`config.mk`:
```
export PLATFORM = sky130hd
export DESIGN_NAME = npn_tt_sweeper
export DESIGN_NICKNAME = d
export VERILOG_FILES = /design/src/rtl/npn_tt_sweeper_pkg.sv /design/src/rtl/npn_tt_sweeper_xform.sv /design/src/rtl/npn_tt_sweeper.sv
export SDC_FILE = /design/constraint.sdc
export NUM_CORES = 1
export LEC_CHECK = 0
export ABC_AREA = 1
export BUFFER_PORTS_ARGS = -buffer_cell sky130_fd_sc_hd__clkbuf_2
export CAP_MARGIN = 20
export CORE_MARGIN = 2
export CORE_UTILIZATION = 57
export CTS_BUF_LIST = sky130_fd_sc_hd__clkbuf_4
export CTS_CLUSTER_DIAMETER = 60
export DETAILED_ROUTE_END_ITERATION = 16
export GPL_ROUTABILITY_DRIVEN = 0
export PLACE_DENSITY = 0.9
export SLEW_MARGIN = 20
export SYNTH_ARGS = -nofsm -noshare
export SYNTH_HDL_FRONTEND = slang
export SYNTH_SLANG_ARGS = --single-unit
```
`constraint.sdc`:
```
create_clock -name clk -period 2.28 [get_ports clk]
set_input_delay 0.456 -clock clk [delete_from_list [all_inputs] [get_ports clk]]
set_output_delay 0.456 -clock clk [all_outputs]
set_load 0.05 [all_outputs]
```
`src/rtl/npn_tt_sweeper_pkg.sv`:
```
// Shared types and helpers for the NPN truth-table sweeper and its minterm transform.
package npn_sweep_pkg;

  typedef enum logic [1:0] {
    S_IDLE,
    S_SWEEP,
    S_DRAIN,
    S_DONE
  } sweep_state_t;

  localparam int          NUM_MINTERMS = 16;
  localparam logic [7:0]  IDENT_PERM   = 8'hE4;

  typedef struct packed {
    logic [7:0]              perm;
    logic [3:0]              in_neg;
    logic                    out_neg;
    logic [NUM_MINTERMS-1:0] exp_tt;
  } sweep_cfg_t;

  // A perm is legal only if its four 2-bit fields name four distinct minterm bits.
  function automatic logic perm_valid(input logic [7:0] p);
    logic [3:0] seen;
    seen = '0;
    for (int j = 0; j < 4; j++) seen[p[2*j +: 2]] = 1'b1;
    return &seen;
  endfunction

endpackage

```
`src/rtl/npn_tt_sweeper_xform.sv`:
```
// Combinational NPN input transform: minterm index -> function-block inputs.
module npn_xform (
  input  logic [3:0] minterm,
  input  logic [7:0] perm,
  input  logic [3:0] in_neg,
  output logic [3:0] x
);

  always_comb begin
    x = '0;
    for (int j = 0; j < 4; j++) x[j] = minterm[perm[2*j +: 2]] ^ in_neg[j];
  end

endmodule

```
`src/rtl/npn_tt_sweeper.sv`:
```
// Drives all 16 minterms through an NPN transform into a 4-in/1-out block,
// collects the response truth table and compares it against an expected table.
module npn_tt_sweeper
  import npn_sweep_pkg::*;
#(
  parameter int LAT = 0
) (
  input  logic                    clk,
  input  logic                    rst,
  input  logic                    start,
  input  logic                    abort,
  input  logic [7:0]              perm,
  input  logic [3:0]              in_neg,
  input  logic                    out_neg,
  input  logic [NUM_MINTERMS-1:0] exp_tt,
  output logic [3:0]              x,
  input  logic                    y,
  output logic                    busy,
  output logic                    done,
  output logic [NUM_MINTERMS-1:0] tt,
  output logic                    match,
  output logic                    cfg_err
);

  localparam logic [1:0] DRAIN_LAST = 2'((LAT > 0) ? LAT - 1 : 0);

  sweep_state_t            state, state_nxt;
  sweep_cfg_t              cfg;
  logic [3:0]              idx;
  logic [1:0]              drain_cnt;
  logic [3:0]              x_map;
  logic [NUM_MINTERMS-1:0] tt_nxt;
  logic                    accept, reject, kill;
  logic                    vld_in, smp_vld;
  logic [3:0]              smp_idx;

  assign busy   = (state == S_SWEEP) || (state == S_DRAIN);
  assign done   = (state == S_DONE);
  assign accept = (state == S_IDLE) && start && perm_valid(perm);
  assign reject = (state == S_IDLE) && start && !perm_valid(perm);
  assign kill   = busy && abort;

  npn_xform u_xform (
    .minterm (idx),
    .perm    (cfg.perm),
    .in_neg  (cfg.in_neg),
    .x       (x_map)
  );

  assign x = busy ? x_map : '0;

  always_comb begin
    state_nxt = state;
    case (state)
      S_IDLE:  if (accept) state_nxt = S_SWEEP;
      S_SWEEP: begin
        if (kill)            state_nxt = S_IDLE;
        else if (idx == 4'd15) state_nxt = (LAT > 0) ? S_DRAIN : S_DONE;
      end
      S_DRAIN: begin
        if (kill)                         state_nxt = S_IDLE;
        else if (drain_cnt == DRAIN_LAST) state_nxt = S_DONE;
      end
      S_DONE:  state_nxt = S_IDLE;
      default: state_nxt = S_IDLE;
    endcase
  end

  always_ff @(posedge clk) begin
    if (rst) begin
      state     <= S_IDLE;
      cfg       <= '0;
      idx       <= '0;
      drain_cnt <= '0;
      cfg_err   <= 1'b0;
    end else begin
      state     <= state_nxt;
      cfg_err   <= reject;
      drain_cnt <= (state == S_DRAIN) ? drain_cnt + 2'd1 : 2'd0;
      if (accept) begin
        cfg <= '{perm: perm, in_neg: in_neg, out_neg: out_neg, exp_tt: exp_tt};
        idx <= '0;
      end else if (state == S_SWEEP && idx != 4'd15) begin
        idx <= idx + 4'd1;
      end
    end
  end

  // (valid, index) travel alongside the block's internal registers so each
  // response lands in the tt bit of the minterm that produced it.
  assign vld_in = (state == S_SWEEP) && !abort;

  if (LAT == 0) begin : g_comb
    assign smp_vld = vld_in;
    assign smp_idx = idx;
  end else begin : g_pipe
    logic [LAT:1]      vld_pipe;
    logic [LAT:1][3:0] idx_pipe;

    always_ff @(posedge clk) begin
      if (rst || kill) begin
        vld_pipe <= '0;
        idx_pipe <= '0;
      end else begin
        vld_pipe[1] <= vld_in;
        idx_pipe[1] <= idx;
        for (int s = 2; s <= LAT; s++) begin
          vld_pipe[s] <= vld_pipe[s-1];
          idx_pipe[s] <= idx_pipe[s-1];
        end
      end
    end

    assign smp_vld = vld_pipe[LAT];
    assign smp_idx = idx_pipe[LAT];
  end

  always_comb begin
    tt_nxt = tt;
    if (accept)       tt_nxt = '0;
    else if (smp_vld) tt_nxt[smp_idx] = y ^ cfg.out_neg;
  end

  // match is evaluated on the final tt, including the sample landing this edge.
  always_ff @(posedge clk) begin
    if (rst) begin
      tt    <= '0;
      match <= 1'b0;
    end else begin
      tt <= tt_nxt;
      if (accept || kill)         match <= 1'b0;
      else if (state_nxt == S_DONE) match <= (tt_nxt == cfg.exp_tt);
    end
  end

endmodule

```
======== After elaboration in Yosys (flattened, before gate mapping) ========
Cells that the tools add are included.
word-level totals
  flip-flop bits (word level) ............. 55
  latch bits .............................. 0
  RAM bits ................................ 0
  ROM bits ................................ 0
  input port bits ......................... 34
  output and inout bits ................... 24
  word-level logic and storage cells ...... 91
  memories ................................ 0
cells by class
  add/sub/neg operators ................... 2
  multipliers ............................. 0
  divide/modulo/power cells ............... 0
  order comparisons ....................... 14
  equal/unequal tests ..................... 7
  shift-type cells ........................ 0
  multiplexer cells ....................... 28
  bitwise logic cells ..................... 9
  reduce and logical (&&, ||, !) cells .... 21
operators with widths
  cell                 count
  $mux 16              2
  $lt 2x3->1 const B   8
  $bwmux 16            1
  $eq 16x16->1         1
  $or 4x4->4           3
  $logic_and 1x1->1    11
  $mux 2               5
  $mux 1               9
  $bmux 1 s2           4
  $demux 1 s2          4
  $ge 2x1->1 const B   4
  $pmux 2 s4           1
  $eq 2x2->1 const B   3
  $reduce_or 2->1      3
  $lt 4x5->1 const B   1
  $xor 1x1->1          5
  $add 4x1->4 const B  1
  $demux 1 s4          1
  $eq 4x4->1 const B   1
  $ge 4x1->1 const B   1
  $logic_not 2->1      2
  $mux 4               1
  $ne 4x4->1 const B   1
  $reduce_and 4->1     1
  5 further kinds      7

======== Longest topological paths before layout ========
Gate-level depths: netlist (run 1).
  word-level depth ........................ 12
  mapped depth ............................ 16
  gate-level depth less buffers ........... 16

======== Cells and area by module ========
Synthesis (run 1) repeated with hierarchy kept, for this count alone.
second synthesis, totals
  cells, all modules ...................... 484
  area, all modules ....................... 3046.7 µm²
by module, submodules not included
  module          instances  cells an instance  area an instance (µm²)  sequential area each (µm²)
  npn_tt_sweeper  1          432                2816.5                  1101.1
  npn_xform       1          52                 230.2                   0.0

======== Worst setup path before layout (run 1) ========
Ideal clock, no wire load.
  path kind ............................... register to output
  start point ............................. register state[0]
  end point ............................... output port x[0]
  data arrival time ....................... 2.033 ns
  required time ........................... 1.824 ns
  path slack .............................. -0.209 ns
  cell stages (with the launch flop) ...... 5
  path buffers ............................ 0
  cell sequence ........................... dfxtp_1 inv_1 ha_1 o21ai_0 a21oi_1
on the way
  longest elaborated chain between the ends .. 3
  elaborated cells on any way between the ends .. 4
  those cells by class .................... eq/ne (2); mux (1); reduce/logical (1)
RTL lines
  element                                   line                  text
  start, declared                           npn_tt_sweeper.sv:27  sweep_state_t state, state_nxt;
  start signal, assigned                    npn_tt_sweeper.sv:77  state <= state_nxt;
  $eq 2x1->1 or $eq 2x2->1 (tied branches)  npn_tt_sweeper.sv:37  assign busy = (state == S_SWEEP) || (state == S_DRAIN);
  $logic_or 1x1->1 (*)                      npn_tt_sweeper.sv:37
  named net busy                            npn_tt_sweeper.sv:18  output logic busy,
  $mux 4 (*)                                npn_tt_sweeper.sv:50  assign x = busy ? x_map : '0;
  end, declared                             npn_tt_sweeper.sv:16  output logic [3:0] x,
The timed path passes the listed nets; every way through them passes the cells marked *.

======== Worst setup path in the final report (run 1) ========
  start point ............................. register state[0]
  end point ............................... output port x[3]
on the way
  longest elaborated chain between the ends .. 3
  elaborated cells on any way between the ends .. 4
  those cells by class .................... eq/ne (2); mux (1); reduce/logical (1)
RTL lines
  element                                   line
  $eq 2x1->1 or $eq 2x2->1 (tied branches)  npn_tt_sweeper.sv:37
  $logic_or 1x1->1 (*)                      npn_tt_sweeper.sv:37
  $mux 4 (*)                                npn_tt_sweeper.sv:50
Mark *: on every way between the ends. The rest lies on a longest branch, timed or not.

==> results.md, run 1 <==
* Root buffer cell: clkbuf_4
* HPWL after DPL at 4920 um
* Status: finished, final reports clean
* Via count at 2982
* Vias per cell at 5.18
* Predominant post-synthesis flop cell: dfxtp_1
* Drt first pass iters at 6
* Routed length per instance at 11.5 um
* Routed Wire Length at 6640 um
* Largest net degree at the start of global routing at 68
* Final setup fails at 0
* Gate power share at 19.2%
* Vias in the first global route at 2641
* Arrival @ worst endpoint at 1.73 ns
* Pwr/cell area at 519 mW/mm^2
* Net switching power at 543 uW
* Initial DRC Count at 214
* Normalized max-slew margin at 68.1%
* Synth area leader: dfxtp_1
* Top Ports at 58
* CP bufs+invs at 2
* Critical Path Slowest Stage Cell: dfxtp_2
* Final ANT Viol Nets at 0
* CP peak stage delay at 0.41 ns
* Critical Path Sink Type: primary output
* Startpoint Class: register
* First-pass GRT wire length at 10900 um
* Layout area overhead at 17.3%
* Tot GR Track Use at 24.2%
* Synth Warn # at 0
* Max Freq at 457 MHz
* Final Max Tran Viols at 0
* Clk pin slew, worst setup/hold paths at 0.15 ns
* Global-route layer with the greatest usage: met2
* Share of post-route cells with drive strength above 1 at 20.4%
* Cells after synthesis at 451
* Clock power share at 23.1%
* Total power at 1.79 mW
* H-tree depth at 2
* Clock latency on the worst-skew pair at 0.38 ns
* Fin crit share at 96.0%
* TritonCTS clock tree: done
* Clock skew at 0.00963 ns
* Sw Ratio at 30.4%
* Fill cells at 446
* CP required at 1.82 ns
* Port buffer count at 57
* Post-synth EDFFs at 0
* GR Layer Usage met1 at 30.6%
* Post-synthesis sequential area ratio at 37.5%
* Global Route met2 Usage at 42.0%
* Initial antenna violation count at 0
* Routing usage on met3 at 4.23%
* Final TNS setup at 0 ns
* CTS buffer count at 5
* Sequence of cells on the critical path: inv_1 > ha_4 > o21ai_0 > a21oi_2 > clkbuf_4
* Asr flop ratio synth at 0%
* Avg Cell Area, Syn at 6.51 um^2
* Leakage at 1.58 nW
* Max-Cap Viols at 0
* Internal at 1.24 mW
* Crit Path Max Fanout at 7
* Longest Clk Path Bufs at 2
* Die W at 75.8 um
* Flops & latches, synth at 55
* Synth unique cells at 27
* Tmin final at 2.19 ns
* Cell family with most CP delay: flip-flops
* Worst VDD drop at 0.418 mV
* Syn_nets at 495
* Initial core utilization at 58.2%
* Slew @ Worst Pin at 0.479 ns
* Clock sinks at 55
* Gr ovfl total at 0
* Hold buffers post-CTS at 0
* # diodes at 0
* DIE AREA at 0.00574 mm^2
* Hold Crit Class: in -> reg
* Hold Vio Cnt, Final at 0
* Drc violations at 0
* Core Box Area at 0.00504 mm^2
* Rows at 26
* Die Ht at 75.8 um
* NumNets Final at 549
* Register share of total power at 57.8%
* Post-CTS Repair Setup Buffers at 0
* WS Path Type: reg -> out
* Ranking of synthesized cells by area: dfxtp_1, nand2_1, o21ai_0
* Mapped cell area at 0.00294 mm^2
* RSZ-0062 raised after global routing: false
* Yosys top cell area share at 37.5%
==> final timing paths <==
check	from	to	slack, ns	depth (start not counted)
min reg2reg	drain_cnt[0]	drain_cnt[0]	0.42	1
min	start	cfg_err	0.32	3
max	state[0]	x[3]	0.09	5
max reg2reg	state[1]	match	0.19	16
==> metal layers <==
metal  vias to the layer above  share of wire [%]
li1                       1542                  -
met1                      1338                 45
met2                        92                 49
met3                        10                5.4
met4                         0                1.2
met5                         -                  0
==> registers in the layout (all words and copies together), names as in the netlist <==
register and cells:
idx 4, state 2, drain_cnt 2, tt 16, cfg_err 1, cfg 29
match 1
==> kinds of logic after synthesis <==
kind of cell    count (synthesis)  share of synthesized area [%]
simple gates                  204                           28.9
compound gates                107                           18.9
buf+inv                        73                           9.84
flops                          55                           37.5
fa+ha+maj                      10                           4.26
xor+xnor                        2                          0.597
==> cells in the mapped netlist (2+ instances only) <==
cell,n
nand2_1,109
nor2_1,57
dfxtp_1,55
inv_1,54
o21ai_0,49
a21oi_1,47
nand3_1,24
ha_1,10
buf_2,9
clkbuf_1,7
nor2_2,7
o22ai_1,4
a211oi_1,2
nand2_4,2
nor2_4,2
o21ai_1,2
==> cell type report <==
cell class              instances  area, um^2  share of cell area (%)
multi-input cells             323        1620                    47.1
flip-flops and latches         55        1110                    32.1
repair buffers                 65         368                    10.7
inverters                      55         206                    5.99
well taps                      70        87.6                    2.54
clock buffers                   5        37.5                    1.09
clock inverters                 3        15.0                   0.436
==> metrics by stage <==
step           util [%]  worst slack, ns  hold WS [ns]  area, um^2  std cells
3_5_place_dp       65.8           0.0484         0.406        3320        568
6_report           68.3           0.0915         0.315        3450        576
4_1_cts            67.4          0.00145         0.309        3400        576
5_1_grt            68.3          0.00137         0.316        3450        576
3_3_place_gp       65.8            0.126         0.400        3320        568
2_1_floorplan         -           0.0589         0.392        2950        451
==> power by group through the flow <==
stage | Sequential (mW) | Clock, mW | Combinational (mW)
2_1_floorplan | 1.05 | 0 | 0.226
3_3_place_gp | 1.05 | 0 | 0.317
3_5_place_dp | 1.05 | 0 | 0.327
4_1_cts | 1.03 | 0.419 | 0.331
5_1_grt | 1.04 | 0.458 | 0.390
6_report | 1.03 | 0.412 | 0.343
==> worst reg2reg max path, stage by stage (launching register included) <==
cell and delay, ns:
dfxtp_2 0.37, inv_2 0.12, ha_4 0.18, inv_2 0.06
nor2_4 0.19, nand2_2 0.15, nor2_4 0.13, nor2_1 0.07
a21oi_2 0.13, nand2_1 0.10, nand2_1 0.08, nand2_1 0.05
nor2_1 0.10, nand2_1 0.07, nor2_1 0.09, nand2_1 0.06
a21oi_1 0.10
==> cell usage in the layout, fill, tap and decap left out, types with 2 or more instances in the layout <==
master	count
clkbuf_4	6
inv_2	2
o22ai_2	2
buf_4	10
clkbuf_2	53
nand2_4	2
dfxtp_1	50
nand2_1	109
inv_1	53
a21oi_1	41
nor2_1	57
clkinv_1	2
nor2_2	6
o22ai_1	2
a21oi_2	7
nor2_4	3
ha_4	2
nand3_1	23
dfxtp_2	5
o21ai_1	3
ha_1	8
o21ai_0	48
a211oi_1	2
==> timing repair <==
| action | in CTS | in global routing |
|---|---|---|
| pin swaps | 0 | 1 |
| gates resized for setup | 8 | 16 |
| endpoints found under the setup margin | 4 | 5 |
No activity file was read; power rests on OpenSTA's default activity.
==> run 2: changes to the inputs <==
RECOVER_POWER = 25   (was not set)
SYNTH_HIERARCHICAL = 1   (was not set)
==> run 2 against run 1 <==
  * Hold slack worse by 0.027 ns
  * Utilization shrank 0.98 points
  * Flip-flop and latch count is the same
  * Die area rose by 3.6%
  * Total power up 1.3%
  * Cell area is 0.47% higher
  * Count of clock-buffer cells in the layout up 1
  * Non-clock buffer count did not move
  * Final cell count grew 6.3%
  * Global-route usage up 1.2 points
  * Worst setup slack improved by 0.027 ns
  * Critical path type unchanged
  * Critical endpoint is now x[2]
  * Highest routed layer unchanged
==> results.md, run 2 <==
* Avg Cell Area, Syn at 6.29 um^2 (-3.3%)
* Synth area leader: dfxtp_1
* Most common cell after layout, fill and taps aside: nand2_1
* Register share of total power at 57.0% (-0.8 points)
* CTS buffer count at 5 (unchanged)
* Top Registers: cfg (29), tt (16), idx (4)
* # diodes at 0 (unchanged)
* Initial core utilization at 59.3% (+1.0 points)
* Normalized max-slew margin at 59.7% (-8.3 points)
* Post-CTS Repair Setup Buffers at 0 (unchanged)
* Max-Cap Viols at 0 (unchanged)
* WS Path Type: reg -> out
* Synth Warn # at 6 (+6)
* Fill cells at 464 (+4.0%)
* Post-synth top cells: nand2_1, dfxtp_1, inv_1, nor2_1, o21ai_0
* Fin crit share at 94.8% (-1.2 points)
* Pwr/cell area at 523 mW/mm^2 (+0.78%)
* Final ANT Viol Nets at 0 (unchanged)
* Via count at 3171 (+6.3%)
* Post-synth EDFFs at 0 (unchanged)
* Crit Path Max Fanout at 7 (unchanged)
* Yosys top cell area share at 36.1% (-1.4 points)
* Tot GR Track Use at 25.4% (+1.2 points)
* Terminating pin of the worst hold path: cfg[20]
* Mapped cell area at 0.00305 mm^2 (+3.7%)
* Initial DRC Count at 246 (+15%)
* Critical Path Sink Type: primary output
* R2R Setup Slk at 0.22 ns (+0.03 ns)
* Arrival @ worst endpoint at 1.71 ns (-0.02 ns)
* Net switching power at 556 uW (+2.2%)
* Most frequent cells in the layout: nand2_1, dfxtp_1, inv_1
* Predominant post-synthesis flop cell: dfxtp_1
* Worst r2r src: state[1]
* Gr ovfl total at 0 (unchanged)
* Final setup fails at 0 (unchanged)
* Routed Wire Length at 7380 um (+11%)
* Syn_nets at 528 (+6.7%)
* Clock sinks at 55 (unchanged)
* Rows at 26 (unchanged)
* Asr flop ratio synth at 0% (unchanged)
* Hold path start: in_neg[3]
* Die W at 77.1 um (+1.8%)
* Die Ht at 77.1 um (+1.8%)
* Drc violations at 0 (unchanged)
* Reg with most FFs: cfg
* Leakage at 1.69 nW (+6.5%)
* Hold buffers post-CTS at 0 (unchanged)
* Flops & latches, synth at 55 (unchanged)
* First-pass GRT wire length at 12400 um (+14%)
* DIE AREA at 0.00595 mm^2 (+3.6%)
* Share of post-route cells with drive strength above 1 at 14.4% (-6.0 points)
* Final Max Tran Viols at 0 (unchanged)
* FF-to-FF End: match
* Hold Path Depth at 3 (unchanged)
* Number of flip-flops in the largest register at 29 (unchanged)
* Cells after synthesis at 484 (+7.3%)
* TritonCTS clock tree: done
* Layout area overhead at 13.6%
* Core Box Area at 0.00514 mm^2 (+1.9%)
* Dpl ws at 0.181 ns (+0.132 ns)
* Root buffer cell: clkbuf_4
* Worst setup margin at 0.118 ns (+0.0270 ns)
* Largest net degree at the start of global routing at 48 (-29%)
* Clock power share at 24.5% (+1.4 points)
* Gate power share at 18.6% (-0.6 points)
* Max Freq at 463 MHz (+1.2%)
* R2R cell count at 16 (unchanged)
* H-tree depth at 2 (unchanged)
* Final TNS setup at 0 ns (unchanged)
* Internal at 1.25 mW (+0.82%)
* Post-synthesis sequential area ratio at 36.1% (-1.4 points)
* RSZ-0062 raised after global routing: false
* Clock latency on the worst-skew pair at 0.39 ns (about the same)
* Routed length per instance at 12.1 um (+4.7%)
* Startpoint Class: register
* Tmin final at 2.16 ns (-0.0270 ns)
* HPWL after DPL at 5410 um (+9.9%)
* Multi-input logic area at 0.00166 mm^2 (+2.4%)
* Most common cell in the synthesized netlist: nand2_1
* Initial antenna violation count at 0 (unchanged)
* Clock skew at 0.0181 ns (+0.00848 ns)
* Vias per cell at 5.18 (about the same)
* Slew @ Worst Pin at 0.607 ns (+0.128 ns)
* Worst VDD drop at 0.335 mV (-20%)
* Hold Crit Class: in -> reg
* Ranking of synthesized cells by area: dfxtp_1, nand2_1, o21ai_0
* Synth unique cells at 24 (-11%)
* Hold Vio Cnt, Final at 0 (unchanged)
* Drt first pass iters at 4 (-2)
* Reg area at 0.00110 mm^2 (-0.45%)
* Top Ports at 58 (unchanged)
* Clk pin slew, worst setup/hold paths at 0.14 ns (about the same)
* NumNets Final at 585 (+6.6%)
* Sw Ratio at 30.7% (+0.30 points)
* Vias in the first global route at 2910 (+10%)
* CP required at 1.82 ns (about the same)
* Status: finished, final reports clean
* Longest Clk Path Bufs at 2 (unchanged)
* Port buffer count at 57 (unchanged)
[run 2: cell types whose count changed in the layout (fill, tap and decap cells not counted), sizes merged, moves of 2 or more]
| cell | previous run | this run |
|---|---|---|
| nor2 | 66 | 51 |
| nand3 | 24 | 33 |
| o22ai | 4 | 0 |
| clkbuf | 59 | 63 |
| inv | 55 | 57 |
| buf | 11 | 8 |
| o21ai | 51 | 43 |
| a21oi | 48 | 37 |
| nand2 | 112 | 176 |
[run 2: how the worst max path moves through the flow]
stage	cells past startpoint	end	startpoint	slack (ns)
after floorplan	4	x[0]	state[0]	0.30
after global placement	15	match	perm[7]	0.22
after detailed placement	16	match	perm[2]	0.18
after CTS	5	x[2]	state[0]	0.003
after global routing	7	x[2]	idx[2]	0.01
final	5	x[2]	state[1]	0.12
[run 2: routing by layer]
layer	global-route usage (%)	vias to the layer above	routed length (um)
li1	-	1634	-
met1	30.9	1413	3110
met2	43.7	105	3560
met3	4.35	19	538
met5	0	-	0
met4	11.8	0	178
[run 2: stage by stage]
step	cell area, um^2	hold slack [ns]	total power, mW	utilization [%]	std cells
after floorplan	3050	0.398	1.28	-	484
after CTS	3460	0.275	1.81	67.4	612
after global routing	3460	0.280	1.90	67.4	612
after detailed placement	3410	0.418	1.38	66.3	604
final	3460	0.288	1.81	67.4	612
after global placement	3410	0.408	1.37	66.3	604
[run 2: power by group through the flow]
stage          logic [mW]  registers, mW  clock network (mW)
4_1_cts             0.331           1.03               0.447
3_3_place_gp        0.318           1.05                   0
2_1_floorplan       0.231           1.05                   0
3_5_place_dp        0.329           1.05                   0
6_report            0.336           1.03               0.443
5_1_grt             0.379           1.04               0.490
[run 2: cell type report]
type                       instances  area share [%]
clock buffer                       6            1.30
clock inverter                     2           0.361
inverter                          57            6.18
multi-input combinational        357            48.0
sequential                        55            31.8
tap                               70            2.53
timing repair buffer              65            9.76
[run 2: cells by family (layout without fill, tap and decap cells)]
kind of cell | Yosys count | count (layout) | synth area share, %
buffers and inverters | 72 | 130 | 9.86
flip-flops | 55 | 55 | 36.1
AND/OR/NAND/NOR | 263 | 263 | 35.4
adder cells (fa/ha/maj) | 10 | 10 | 4.11
XOR/XNOR | 2 | 2 | 0.822
AO/OA/AOI/OAI | 82 | 82 | 13.6
[run 2: critical path, cell delays in order, from the launching register on]
cell and delay [ns]:
dfxtp_1 0.44, inv_2 0.08, ha_2 0.42, nand2_1 0.08
inv_1 0.05, clkbuf_2 0.26
[run 2: timing repair]
| action | CTS | global route |
|---|---|---|
| resized for setup | 0 | 8 |
| setup endpoints to repair | 0 | 5 |
| hold endpoints to repair | 0 | 0 |
==> run 3: changes to the inputs <==
CORE_ASPECT_RATIO = 0.7   (was not set)
==> run 3 against run 2 <==
  * Final cell count up 0.33%
  * Utilization up 0.83 points
  * Sequential share of layout area down 0.66 points
==> results.md, run 3 (same netlist as run 2, synthesis figures left out) <==
* Die W at 91.4 um (+19%)
* Status: finished, final reports clean
* Clock latency on the worst-skew pair at 0.40 ns (about the same)
* Top Ports at 58 (unchanged)
* Routed Wire Length at 7640 um (+3.5%)
* Most frequent cells in the layout: nand2_1, dfxtp_1, inv_1
* Initial core utilization at 58.6% (-0.71 points)
* Pwr/cell area at 548 mW/mm^2 (+4.9%)
* Drc violations at 0 (unchanged)
* CTS buffer count at 5 (unchanged)
* Final ANT Viol Nets at 0 (unchanged)
* Terminating pin of the worst hold path: cfg[20]
* Core Box Area at 0.00520 mm^2 (+1.2%)
* Hold Vio Cnt, Final at 0 (unchanged)
* Cell area after placement at 0.00342 mm^2 (+0.44%)
* Fill cells at 469 (+1.1%)
* Startpoint Class: register
* Number of flip-flops in the largest register at 29 (unchanged)
* Critical Path Slowest Stage Cell: ha_2
* DIE AREA at 0.00595 mm^2 (+0.15%)
* Root buffer cell: clkbuf_4
* Clock sinks at 55 (unchanged)
* Normalized max-slew margin at 59.3% (-0.45 points)
* CP bufs+invs at 3 (unchanged)
* Vias per cell at 5.16 (-0.36%)
* Routed length per instance at 12.4 um (+3.1%)
* Sw Ratio at 30.1% (-0.59 points)
* Arrival @ worst endpoint at 1.75 ns (+0.04 ns)
* Hold path start: in_neg[3]
* Longest Clk Path Bufs at 2 (unchanged)
* TritonCTS clock tree: done
* Clock power share at 29.3% (+4.8 points)
* Net switching power at 586 uW (+5.4%)
* Worst VDD drop at 0.494 mV (+47%)
* RSZ-0062 raised after global routing: true
* HPWL after DPL at 5550 um (+2.6%)
* Top Registers: cfg (29), tt (16), idx (4)
* Max-Cap Viols at 0 (unchanged)
* Final Max Tran Viols at 0 (unchanged)
* Initial antenna violation count at 0 (unchanged)
* Gr ovfl total at 0 (unchanged)
* Cell family with most CP delay: adder cells
* Max Freq at 454 MHz (-1.9%)
* Internal at 1.36 mW (+8.4%)
* Layout area overhead at 16.4%
* Slew @ Worst Pin at 0.613 ns (+0.00673 ns)
* Port buffer count at 57 (unchanged)
* Most frequent cell on the critical path: inv_1
* Drt first pass iters at 5 (+1)
* Vias in the first global route at 2941 (+1.1%)
* Tmin final at 2.20 ns (+0.0413 ns)
* Die Ht at 65.2 um (-15%)
* Share of the core filled with cells at 68.2% (+0.83 points)
* Rows at 22 (-15%)
* Share of post-route cells with drive strength above 1 at 15.7% (+1.3 points)
* # diodes at 0 (unchanged)
* Leakage at 1.75 nW (+3.6%)
* Design Area, Final at 0.00355 mm^2 (+2.5%)
* Initial DRC Count at 248 (+0.81%)
* Clock skew at 0.0208 ns (+0.00266 ns)
* NumNets Final at 585 (unchanged)
* Fin crit share at 96.6% (+1.8 points)
* Register share of total power at 53.0% (-4.0 points)
* R2R Setup Slk at 0.10 ns (-0.12 ns)
* H-tree depth at 2 (unchanged)
* Clk pin slew, worst setup/hold paths at 0.16 ns (+0.02 ns)
* Hold Path Depth at 3 (unchanged)
* Final setup fails at 0 (unchanged)
* Reg with most FFs: cfg
* Via count at 3170 (-0.032%)
* Most common cell after layout, fill and taps aside: nand2_1
* CP required at 1.82 ns (about the same)
* Gate power share at 17.7% (-0.9 points)
* CP peak stage delay at 0.45 ns (about the same)
* Tot GR Track Use at 26.2% (+0.79 points)
* Worst r2r src: state[1]
* Critical Path Sink Type: primary output
* FF-to-FF End: match
* Largest net degree at the start of global routing at 39 (-19%)
* Crit Path Max Fanout at 7 (unchanged)
* First-pass GRT wire length at 12700 um (+2.6%)
* WS Path Type: reg -> out
* R2R cell count at 14 (-2)
* Sequence of cells on the critical path: inv_1 > ha_2 > nand2_1 > inv_1 > clkbuf_2
* Hold Crit Class: in -> reg
-- run 3: cell types whose count changed in the layout (fill, tap and decap cells not counted), moves of 2 or more --
cell      delta
buf_2        +2
nand2_2      -4
nor2_1       -4
clkbuf_2     -3
nor2_2       +3
nand2_4      +4
-- run 3: metal layers --
| layer | share of wire, % | global-route usage, % | wire length, um | up-vias |
|---|---|---|---|---|
| met1 | 45 | 33.8 | 3430 | 1409 |
| met3 | 6.9 | 4.36 | 529 | 14 |
| met4 | 1.4 | 7.58 | 108 | 0 |
| li1 | - | - | - | 1631 |
| met5 | 0 | 0 | 0 | - |
| met2 | 47 | 45.7 | 3570 | 116 |
-- run 3: worst max path at each step --
stage	to	startpoint	slack, ns	depth (start not counted)
2_1_floorplan	x[0]	state[0]	0.30	4
3_3_place_gp	match	perm[7]	0.21	15
3_5_place_dp	match	perm[2]	0.12	16
4_1_cts	x[3]	state[0]	0.01	5
5_1_grt	match	state[1]	-0.08	16
6_report	x[3]	state[0]	0.08	5
-- run 3: power groups by stage --
stage | clock (mW) | sequential [mW] | combinational, mW
2_1_floorplan | 0 | 1.05 | 0.231
3_3_place_gp | 0 | 1.05 | 0.318
3_5_place_dp | 0 | 1.05 | 0.331
4_1_cts | 0.570 | 1.03 | 0.333
5_1_grt | 0.604 | 1.04 | 0.385
6_report | 0.569 | 1.03 | 0.345
-- run 3: metrics by stage --
step           total power, mW  worst slack (ns)  instances  hold slack (ns)  setup TNS (ns)
2_1_floorplan             1.28             0.298        484            0.398               0
3_3_place_gp              1.37             0.214        606            0.408               0
3_5_place_dp              1.38             0.117        606            0.423               0
4_1_cts                   1.93            0.0149        614            0.271               0
5_1_grt                   2.02           -0.0761        614            0.279         -0.0761
6_report                  1.95            0.0772        614            0.282               0
-- run 3: layout make-up --
class,count,area [um^2],area share [%]
clock buffer,5,37.5,1.06
inverter,57,214,6.03
timing repair buffer,65,353,9.95
multi-input combinational,357,1700,47.9
clock inverter,3,46.3,1.31
sequential,55,1110,31.2
tap,72,90.1,2.54
-- run 3: repair_timing --
item                                    4_1_cts  5_1_grt
endpoints found under the setup margin        4        5
hold buffers                                  0        0
pin swaps                                     0        4
gates resized for setup                       2       22
buffers inserted                              0        0
-- run 3: tightest hold or removal path: cells and delay by family --
family                 cells  cell delay, ns
buffers and inverters      1            0.08
AND/OR/NAND/NOR            1            0.06
AO/OA/AOI/OAI              1            0.05
